**config.mk**
```make
export PLATFORM = sky130hd
export DESIGN_NAME = mac_mul_slice_pipe_flat
export DESIGN_NICKNAME = d
export VERILOG_FILES = /design/src/rtl/mac_mul_slice_pipe_if.sv /design/src/rtl/mac_mul_slice_pipe.sv /design/src/flat_wrapper.sv
export SDC_FILE = /design/constraint.sdc
export NUM_CORES = 1
export LEC_CHECK = 0
export CORE_ASPECT_RATIO = 0.75
export CORE_MARGIN = 8
export CORE_UTILIZATION = 50
export CTS_BUF_LIST = sky130_fd_sc_hd__clkbuf_8
export DETAILED_ROUTE_END_ITERATION = 10
export PLACE_DENSITY = 0.77
export SYNTH_ARGS = -nofsm -noshare
export SYNTH_HDL_FRONTEND = slang
export SYNTH_SLANG_ARGS = --single-unit
```
**constraint.sdc**
```tcl
create_clock -name clk -period 15.8 [get_ports clk]
set_input_delay 3.16 -clock clk [delete_from_list [all_inputs] [get_ports clk]]
set_output_delay 3.16 -clock clk [all_outputs]
set_load 0.02 [all_outputs]
```
**src/rtl/mac_mul_slice_pipe_if.sv**
```systemverilog
// Operand/result handshake bundle for one cross-multiply slice.
// The slave view is the slice; the master view is the driver/consumer side.
interface mac_mul_slice_pipe_if #(
    parameter int unsigned MAC_MIN_WIDTH  = 8,
    parameter int unsigned MAC_CONF_WIDTH = 2,
    parameter int unsigned MAC_INT_WIDTH  = 5 * MAC_MIN_WIDTH
);
    logic                        en;
    logic                        in_valid;
    logic                        in_ready;
    logic [4*MAC_MIN_WIDTH-1:0]  A;
    logic [MAC_MIN_WIDTH-1:0]    B;
    logic [MAC_CONF_WIDTH-1:0]   cfg;
    logic                        out_valid;
    logic                        out_ready;
    logic [MAC_INT_WIDTH-1:0]    C;
    logic                        cfg_err;

    modport master (
        output en, in_valid, A, B, cfg, out_ready,
        input  in_ready, out_valid, C, cfg_err
    );

    modport slave (
        input  en, in_valid, A, B, cfg, out_ready,
        output in_ready, out_valid, C, cfg_err
    );
endinterface

```
**src/rtl/mac_mul_slice_pipe.sv**
```systemverilog
// Two-stage pipelined cross-multiply slice: lane LANE_IDX multiplies its B byte by the
// A bytes of its single/dual/quad lane group and returns the composed row product.
module mac_mul_slice_pipe #(
    parameter int unsigned MAC_MIN_WIDTH  = 8,
    parameter int unsigned MAC_CONF_WIDTH = 2,
    parameter int unsigned LANE_IDX       = 3,
    parameter int unsigned MAC_INT_WIDTH  = 5 * MAC_MIN_WIDTH
) (
    input  logic                    clk,
    input  logic                    rst,
    mac_mul_slice_pipe_if.slave     bus
);
    localparam int unsigned W  = MAC_MIN_WIDTH;
    localparam int unsigned PW = 2 * MAC_MIN_WIDTH;

    localparam logic [MAC_CONF_WIDTH-1:0] CFG_SINGLE = MAC_CONF_WIDTH'(0);
    localparam logic [MAC_CONF_WIDTH-1:0] CFG_DUAL   = MAC_CONF_WIDTH'(1);
    localparam logic [MAC_CONF_WIDTH-1:0] CFG_RSVD   = MAC_CONF_WIDTH'(3);
    localparam logic [1:0]                LANE       = 2'(LANE_IDX);

    logic                      s1_valid;
    logic [MAC_CONF_WIDTH-1:0] s1_cfg;
    logic [PW-1:0]             s1_prod [4];
    logic                      out_valid_q;
    logic [MAC_INT_WIDTH-1:0]  c_q;
    logic                      cfg_err_q;

    logic                      s2_adv_c;
    logic                      s1_adv_c;
    logic                      in_ready_c;
    logic                      accept_c;
    logic [PW-1:0]             prod_c [4];
    logic [1:0]                grp_mask_c;
    logic [1:0]                g0_c;
    logic [MAC_INT_WIDTH-1:0]  sum_c;

    // Flow control: a stalled S2 lets S1 hold one more beat before backpressure
    assign s2_adv_c   = !out_valid_q || bus.out_ready;
    assign s1_adv_c   = s1_valid && s2_adv_c;
    assign in_ready_c = bus.en && (!s1_valid || s2_adv_c);
    assign accept_c   = bus.in_valid && in_ready_c;

    assign bus.in_ready  = in_ready_c;
    assign bus.out_valid = out_valid_q;
    assign bus.C         = c_q;
    assign bus.cfg_err   = cfg_err_q;

    // All four lane products are formed; S2 picks the group
    for (genvar i = 0; i < 4; i++) begin : g_prod
        assign prod_c[i] = PW'(bus.A[i*W +: W]) * PW'(bus.B);
    end

    // Group mask clears the low lane-index bits that vary inside a group
    always_comb begin
        grp_mask_c = 2'b00;
        case (s1_cfg)
            CFG_SINGLE: grp_mask_c = 2'b11;
            CFG_DUAL:   grp_mask_c = 2'b10;
            default:    grp_mask_c = 2'b00;
        endcase
        g0_c = LANE & grp_mask_c;
    end

    // Compose the group's partial products at W-bit offsets relative to lane g0
    always_comb begin
        sum_c = '0;
        for (int i = 0; i < 4; i++) begin
            if ((2'(i) & grp_mask_c) == g0_c) begin
                sum_c = sum_c + (MAC_INT_WIDTH'(s1_prod[i]) << (W * 32'(2'(i) - g0_c)));
            end
        end
        if (s1_cfg == CFG_RSVD) begin
            sum_c = '0;
        end
    end

    // Stage 1: products and cfg captured per accepted beat
    always_ff @(posedge clk or negedge rst) begin
        if (!rst) begin
            s1_valid <= 1'b0;
            s1_cfg   <= '0;
            for (int i = 0; i < 4; i++) begin
                s1_prod[i] <= '0;
            end
        end else if (bus.en) begin
            if (accept_c) begin
                s1_valid <= 1'b1;
                s1_cfg   <= bus.cfg;
                s1_prod  <= prod_c;
            end else if (s1_adv_c) begin
                s1_valid <= 1'b0;
            end
        end
    end

    // Stage 2: result register; cfg_err only on the cycle a reserved beat first appears
    always_ff @(posedge clk or negedge rst) begin
        if (!rst) begin
            out_valid_q <= 1'b0;
            c_q         <= '0;
            cfg_err_q   <= 1'b0;
        end else if (bus.en) begin
            if (s2_adv_c) begin
                out_valid_q <= s1_valid;
                if (s1_valid) begin
                    c_q <= sum_c;
                end
            end
            cfg_err_q <= s2_adv_c && s1_valid && (s1_cfg == CFG_RSVD);
        end
    end
endmodule

```
**src/flat_wrapper.sv**
```systemverilog
// flat-port wrapper written by rule: the top's interface ports become plain ports
module mac_mul_slice_pipe_flat 
#(
    parameter int unsigned MAC_MIN_WIDTH  = 8,
    parameter int unsigned MAC_CONF_WIDTH = 2,
    parameter int unsigned LANE_IDX       = 3,
    parameter int unsigned MAC_INT_WIDTH  = 5 * MAC_MIN_WIDTH
)
  (clk, rst, bus_en, bus_in_valid, bus_A, bus_B, bus_cfg, bus_out_ready, bus_in_ready, bus_out_valid, bus_C, bus_cfg_err);
  mac_mul_slice_pipe_if #(.MAC_MIN_WIDTH(MAC_MIN_WIDTH), .MAC_CONF_WIDTH(MAC_CONF_WIDTH), .MAC_INT_WIDTH(MAC_INT_WIDTH)) bus_i ();
  input  logic clk;
  input  logic rst;
  input wire logic [$bits(bus_i.en)-1:0] bus_en;
  input wire logic [$bits(bus_i.in_valid)-1:0] bus_in_valid;
  input wire logic [$bits(bus_i.A)-1:0] bus_A;
  input wire logic [$bits(bus_i.B)-1:0] bus_B;
  input wire logic [$bits(bus_i.cfg)-1:0] bus_cfg;
  input wire logic [$bits(bus_i.out_ready)-1:0] bus_out_ready;
  output wire logic [$bits(bus_i.in_ready)-1:0] bus_in_ready;
  output wire logic [$bits(bus_i.out_valid)-1:0] bus_out_valid;
  output wire logic [$bits(bus_i.C)-1:0] bus_C;
  output wire logic [$bits(bus_i.cfg_err)-1:0] bus_cfg_err;
  assign bus_i.en = bus_en;
  assign bus_i.in_valid = bus_in_valid;
  assign bus_i.A = bus_A;
  assign bus_i.B = bus_B;
  assign bus_i.cfg = bus_cfg;
  assign bus_i.out_ready = bus_out_ready;
  assign bus_in_ready = bus_i.in_ready;
  assign bus_out_valid = bus_i.out_valid;
  assign bus_C = bus_i.C;
  assign bus_cfg_err = bus_i.cfg_err;
  mac_mul_slice_pipe #(.MAC_MIN_WIDTH(MAC_MIN_WIDTH), .MAC_CONF_WIDTH(MAC_CONF_WIDTH), .LANE_IDX(LANE_IDX), .MAC_INT_WIDTH(MAC_INT_WIDTH)) u_core (.clk(clk), .rst(rst), .bus(bus_i));
endmodule
```
Word level (Yosys, flattened, before mapping):

Cells that the tools add are included.

* register bits: 109
* output and inout port bits: 43

* add/sub/neg operators: 7
* multiply operators: 4
* eq/ne operators: 2
* shift operators: 4
* mux-type cells: 7
* reductions and logical operators: 15

Operators by type and width (count)
* $mux 40: 4
* $shl 16x32->40: 4
* $add 40x40->40: 3
* $mul 8x8->16: 4
* $reduce_and 2->1: 3
* $sub 1x2->3 const A: 2
* $sub 2x2->3 const A: 2
* $logic_and 1x1->1: 4
* $logic_not 2->1: 2
* $pmux 2 s2: 1
* $reduce_and 3->1: 1
* $eq 2x1->1 const B: 1
* $eq 2x2->1 const B: 1
* $logic_not 1->1: 2
* $logic_or 1x1->1: 2
* $mux 1: 2
* $reduce_bool 2->1: 1

Longest topological paths before layout:

Gate-level depths: netlist (run 1).

* word-level depth: 11
* depth in mapped cells: 41

Least setup slack after synthesis (run 1):

OpenSTA, ideal clock, no wires.

* path type: input-to-reg
* start: input port bus_B[2]
* end: register u_core.s1_prod[31] (netlist bit)
* setup time: 133 ps
* data arrival time: 7231 ps
* data required time: 15667 ps
* path slack: 8436 ps
* stages on the path: 19
* path buffers: 1
* cells stage by stage: clkbuf_1 > nand2_1 > fa_1 > fa_1 > inv_1 > fa_1 > inv_1 > fa_1 > inv_1 > ha_1 > a21boi_0 > o21ai_0 > a21boi_0 > o21ai_0 > a21boi_0 > o21ai_0 > a21oi_1 > xnor2_1 > o21ai_0

* cells in the longest elaborated chain, start to end: 1

Ends and longest elaborated chain
* start, declared: RTL line flat_wrapper.sv:16 `input wire logic [$bits(bus_i.B)-1:0] bus_B;`
* $mul 8x8->16: RTL line mac_mul_slice_pipe.sv:50 `assign prod_c[i] = PW'(bus.A[i*W +: W]) * PW'(bus.B);`
* end signal, assigned: RTL line mac_mul_slice_pipe.sv:89 `s1_prod <= prod_c;`
* end, declared: RTL line mac_mul_slice_pipe.sv:23 `logic [PW-1:0] s1_prod [4];`

Every way passes these cells.
A chain may end at the register's enable or synchronous reset.

Worst setup path after layout (run 1):

* start: input port bus_B[2]
* end: register u_core.s1_prod[63] (netlist bit)

Same word-level chain as after synthesis.

==> metrics, run 1 <==
I/O pin cnt=90; Synth Area in Adders=33.41%; largest family of logic cells by synthesized area=adder cells; WP data required=16.07 ns; CP peak stage delay=0.55 ns; area share of the largest cell type after synthesis=17.64%; vias in the first global route=15440; Syn Std Cell Area=18660 um^2; XOR/XNOR share of the synthesized area=6.337%; Worst path depth=20; final antenna-violating net count=0; Crit Path Class=in -> reg; Layout area overhead=9.362%; pre-CTS setup slack=7.502 ns; crit-path cells=clkdlybuf4s50_1 > buf_4 > nand2_1 > fa_1 > fa_1 > inv_1 > fa_1 > inv_1 > fa_1 > inv_1 > ha_1 > a21boi_0 > o21ai_0 > a21boi_0 > o21ai_0 > a21boi_0 > o21ai_0 > a21oi_1 > xnor2_1 > o21ai_0; first-pass GRT wire length=74.42 mm; Pwr Density=123.1 nW/um^2; WP buf/inv=5; GR Overflow Total=0; multiplexer area fraction after synthesis=1.442%; chip width=239.1 um; worst vdd ir=0.05983 mV; Mapped Cells=2270; # clock sinks=109; # DRC=0; core area=36940 um^2; number of flops mapped to enable cells by yosys=0; Mean Syn Cell Area=8.219 um^2; Placed Area=20190 um^2; clk root buf=clkbuf_8; drt initial violations=890; Die ar.=43820 um^2; post-layout min period=7.852 ns; cts hold-fix bufs=0; slew of the pin with the lowest slew margin=1.028 ns; area of the multi-input gates=14970 um^2; Die H=183.3 um; initial antenna violation count=1; fillers=3433; Compound-Gate Fraction of Synth Area=16.68%; # port buffers=89; post_cts resized=0; final wirelength=44.59 mm; worst setup margin=7.948 ns; count of cell types in the netlist=75; Final HPWL DP=36.71 mm; crit path launch type=input port; Register Area=2729 um^2; total negative slack=0 ns; dominant cell type by area after synthesis=ha_1; clk_lat worst skew=0.43 ns; Async S/R FF share, synth=100.0%; CP top delay family=adder cells; FF+latch count, synth=109; Final Skew=0.01184 ns; fin cells=2868; status=finished clean; final count of pins violating max slew=0; Synth Warn #=0; wire length per cell=15.55 um; starting density of the core=50.51%; Simple-Gate Fraction of Synth Area=21.22%; TritonCTS Buffers=9; Leak=10.53 nW; WHS Path Cells=2; total chip power=2.512 mW; max cap viols=0; Total Routing Usage GR=20.18%; GP Congestion=0.9525; highest net fanout along the worst path=32; Top FF cell, synth=dfrtp_1; endpoints failing hold=0; TritonCTS clock tree=yes; vias per cell=5.477; share of cells above drive strength 1=3.047%; fmax=127.4 MHz; clk slew on worst S/H paths=0.10 ns; worst hold path class=reg -> reg; final instance area=20400 um^2; slew margin rel.=31.49%; CP arrival=8.13 ns; drt first pass iters=4; endpoints failing setup=0; Seq/Total Area, Yosys=14.62%; commonest non-fill, non-tap cell in the layout=nand2_1; largest net degree at the start of global routing=114; RSZ-0062 raised after global routing=no; synth top area cells=ha_1 (18%), fa_1 (16%), dfrtp_1 (15%); commonest cells after routing, fill and taps aside=nand2_1 (290), ha_1 (263), and2_1 (262); number of nets in the layout=2815; CTS H-tree lvls=3; slowest CP cell=fa_1; reg2reg path depth=30; Critical Path End Type=flip-flop; Core Rows=61; Inst Count DP=2851; DR vias=15710; Clock Tree Buf Depth=2; Post-CTS Setup Bufs=0; period utilisation layout=49.69%
## worst reg2reg max path, delay by kind of cell (launching register included)
| kind | cells | cell delay, ns |
|---|---|---|
| xor gates and xnor gates | 1 | 0.16 |
| DFF | 1 | 0.62 |
| AOI/OAI and AO/OA | 16 | 3.43 |
| adders and majority gates | 3 | 1.27 |
| buffers and inverters | 3 | 0.82 |
| and+or+nand+nor | 7 | 1.35 |
## layout make-up
cell class	instances	share of cell area [%]
sequential	109	13.37
timing repair buffer	103	4.869
multi-input combinational	1903	73.36
inverter	232	4.268
tap	504	3.091
antenna	1	0.01226
clock buffer	9	0.6071
clock inverter	7	0.4231
## synthesized netlist by cell type, types with 68 or more instances
master    number
clkbuf_1      72
dfrtp_1      109
a21o_1        74
fa_1         147
nand2_1      291
and2_1       262
xor2_1        68
nor2_1        97
inv_1        232
ha_1         263
o21ai_0      147
a21oi_1      118
## sequential cells by signal, indices dropped and copies added (netlist names)
register	cells
u_core.bus.out_valid	1
u_core.s1_valid	1
u_core.s1_cfg	2
u_core.bus.C	40
u_core.bus.cfg_err	1
u_core.s1_prod	64
## metal layers
layer	global-route usage (%)	vias to the layer above	part of all wire, %
met5	0	-	0
met4	4.874	0	1.7
met3	2.849	59	4.7
met2	33.27	331	46
met1	27.74	7600	47
li1	-	7719	-
## kinds of logic after synthesis
logic type | count (synthesis)
other | 2
DFF | 109
and+or+nand+nor | 790
adders and majority gates | 410
xor gates and xnor gates | 135
buffers and inverters | 310
muxes | 25
AOI/OAI and AO/OA | 489
## metrics by stage
stage | utilization, % | hold slack [ns]
after floorplan | - | 0.4409
after global placement | 54.66 | 0.4611
after detailed placement | 54.66 | 0.4645
after CTS | 55.23 | 0.4880
after global routing | 55.24 | 0.5127
final | 55.24 | 0.4865
## final timing paths
kind                                    start            endpoint  slack [ns]
min in group asynchronous                 rst    u_core.bus.C[38]        2.70
min                        u_core.s1_prod[52]  u_core.s1_prod[52]        0.49
max in group asynchronous                 rst  u_core.s1_prod[43]       11.83
max                                  bus_B[2]  u_core.s1_prod[63]        7.95
min reg2reg                u_core.s1_prod[52]  u_core.s1_prod[52]        0.49
max reg2reg                  u_core.s1_cfg[1]    u_core.bus.C[39]        8.01
## power by group
group | total [mW] | switching, mW | internal [mW]
combinational | 1.84 | 1.05 | 0.785
sequential | 0.493 | 0.104 | 0.389
clock | 0.183 | 0.107 | 0.0758
total | 2.51 | 1.26 | 1.25
Power figures use the tool's default switching activity.
==> run 2: changes to the inputs <==
==> constraint.sdc (replaced) <==
create_clock -name clk -period 7.52 [get_ports clk]
set_input_delay 1.504 -clock clk [delete_from_list [all_inputs] [get_ports clk]]
set_output_delay 1.504 -clock clk [all_outputs]
set_load 0.02 [all_outputs]
==> metrics, run 2 (same netlist as run 1, synthesis figures left out) <==
core area=36940 um^2; reg2reg path depth=34; Leak=10.57 nW; clk_lat worst skew=0.43 ns; final wirelength=45.01 mm; GP Congestion=0.9438; worst hold path class=reg -> reg; Top reg by flops=u_core.s1_prod; Register Area=2731 um^2; DR vias=15780; number of nets in the layout=2826; starting density of the core=50.51%; highest net fanout along the worst path=17; max cap viols=0; CP peak stage delay=0.56 ns; initial antenna violation count=0; CP arrival=7.30 ns; final instance area=20490 um^2; area of the multi-input gates=14990 um^2; period utilisation layout=93.13%; Clock Tree Buf Depth=2; I/O pin cnt=90; final count of pins violating max slew=0; Largest register FFs=64; vias per cell=5.481; WP buf/inv=0; Most common cell on crit path=o21ai_0; final antenna-violating net count=0; wire length per cell=15.64 um; Crit Path Class=reg -> reg; TritonCTS Buffers=9; Total Routing Usage GR=20.16%; worst vdd ir=0.1204 mV; Die H=183.3 um; clk root buf=clkbuf_8; Final Skew=0.02004 ns; WHS Path Cells=2; slew margin rel.=38.72%; Pwr Density=255.9 nW/um^2; Placed Area=20270 um^2; drt initial violations=1048; # DRC=0; worst reg2reg path endpoint=u_core.bus.C[39]; Fin Hold WS=0.4846 ns; CTS H-tree lvls=3; commonest non-fill, non-tap cell in the layout=nand2_1; reg-to-reg slack, setup=0.52 ns; first-pass GRT wire length=74.09 mm; drt first pass iters=5; share of cells above drive strength 1=3.791%; # port buffers=89; vias in the first global route=15160; Clock power frac=6.9%; total chip power=5.245 mW; Layout area overhead=9.838%; cts hold-fix bufs=0; pre-CTS setup slack=0.3883 ns; status=finished clean; Logic pwr share=73.6%; Min-Delay Startpoint=u_core.bus.C[14]; commonest cells after routing, fill and taps aside=nand2_1 (290), and2_1 (262), ha_1 (261); Core Rows=61; WP data required=7.82 ns; Final HPWL DP=37.11 mm; TritonCTS clock tree=yes; GR Overflow Total=0; total negative slack=0 ns; fillers=3399; Antenna diodes=0; Psw=2.631 mW; largest net degree at the start of global routing=107; crit path launch type=flip-flop; endpoints failing setup=0; Reg-to-Reg Start=u_core.s1_cfg[1]; internal power=2.614 mW; slowest CP cell=dfrtp_4; post-layout min period=7.004 ns; Die ar.=43820 um^2; RSZ-0062 raised after global routing=no; # clock sinks=109; worst setup margin=0.5163 ns; Critical Path End Type=flip-flop; slew of the pin with the lowest slew margin=0.9192 ns; clk slew on worst S/H paths=0.11 ns; switching share of power=50.16%; fin cells=2878; CP top delay family=compound AO/OA/AOI/OAI gates; Inst Count DP=2861; Hold Path End=u_core.bus.C[14]; endpoints failing hold=0; power share of the sequential group=19.5%; final design utilization=55.48%; fmax=142.8 MHz; chip width=239.1 um
## run 2: cell types whose count changed in the layout (fill, tap and decap cells not counted), sizes merged
cell	previous run	this run
buf	15	26
clkinv	2	4
bufinv	1	0
clkbuf	9	10
clkinvlp	1	0
diode	1	0
inv	235	234
## run 2: layout make-up
| type | instances | share of cell area [%] |
|---|---|---|
| clock buffers | 10 | 0.6716 |
| flip-flops and latches | 109 | 13.33 |
| clock inverters | 6 | 0.2686 |
| multi-input cells | 1903 | 73.15 |
| inverters | 232 | 4.249 |
| repair buffers | 114 | 5.251 |
| well taps | 504 | 3.077 |
## run 2: per-layer routing
layer  wire length, um  share of wire (%)  track usage, %
met3              2137                4.7           3.104
met1             21350                 47           27.92
met5                 0                  0               0
met2             20490                 46           32.44
met4              1025                2.3           5.679
## run 2: what timing repair did
item / 4_1_cts / 5_1_grt
resized for setup: 0 / 7
setup endpoints to repair: 0 / 2
setup buffers: 0 / 1
## run 2: worst register-to-register path: cells and delay by family (launching register included)
family / cells / cell delay [ns]
fa+ha+maj: 3 / 1.19
compound gates: 20 / 3.58
simple gates: 8 / 1.13
flops: 1 / 0.56
xor+xnor: 3 / 0.43
## run 2: power by group through the flow
| stage | Clock (mW) | Sequential (mW) | Combinational [mW] |
|---|---|---|---|
| detailed placement | 0 | 1.04 | 3.76 |
| floorplan | 0 | 1.05 | 2.73 |
| global placement | 0 | 1.03 | 3.69 |
| CTS | 0.367 | 1.03 | 3.80 |
| global route | 0.386 | 1.04 | 4.32 |
| finish | 0.360 | 1.02 | 3.86 |
## run 2: how the worst max path moves through the flow
| stage | start | cells after the start | endpoint |
|---|---|---|---|
| after floorplan | u_core.s1_cfg[1] | 37 | u_core.bus.C[39] |
| after global placement | u_core.s1_cfg[1] | 31 | u_core.bus.C[39] |
| after detailed placement | u_core.s1_cfg[1] | 34 | u_core.bus.C[39] |
| after CTS | u_core.s1_cfg[1] | 31 | u_core.bus.C[39] |
| after global routing | u_core.s1_cfg[1] | 34 | u_core.bus.C[39] |
| final | u_core.s1_cfg[1] | 34 | u_core.bus.C[39] |
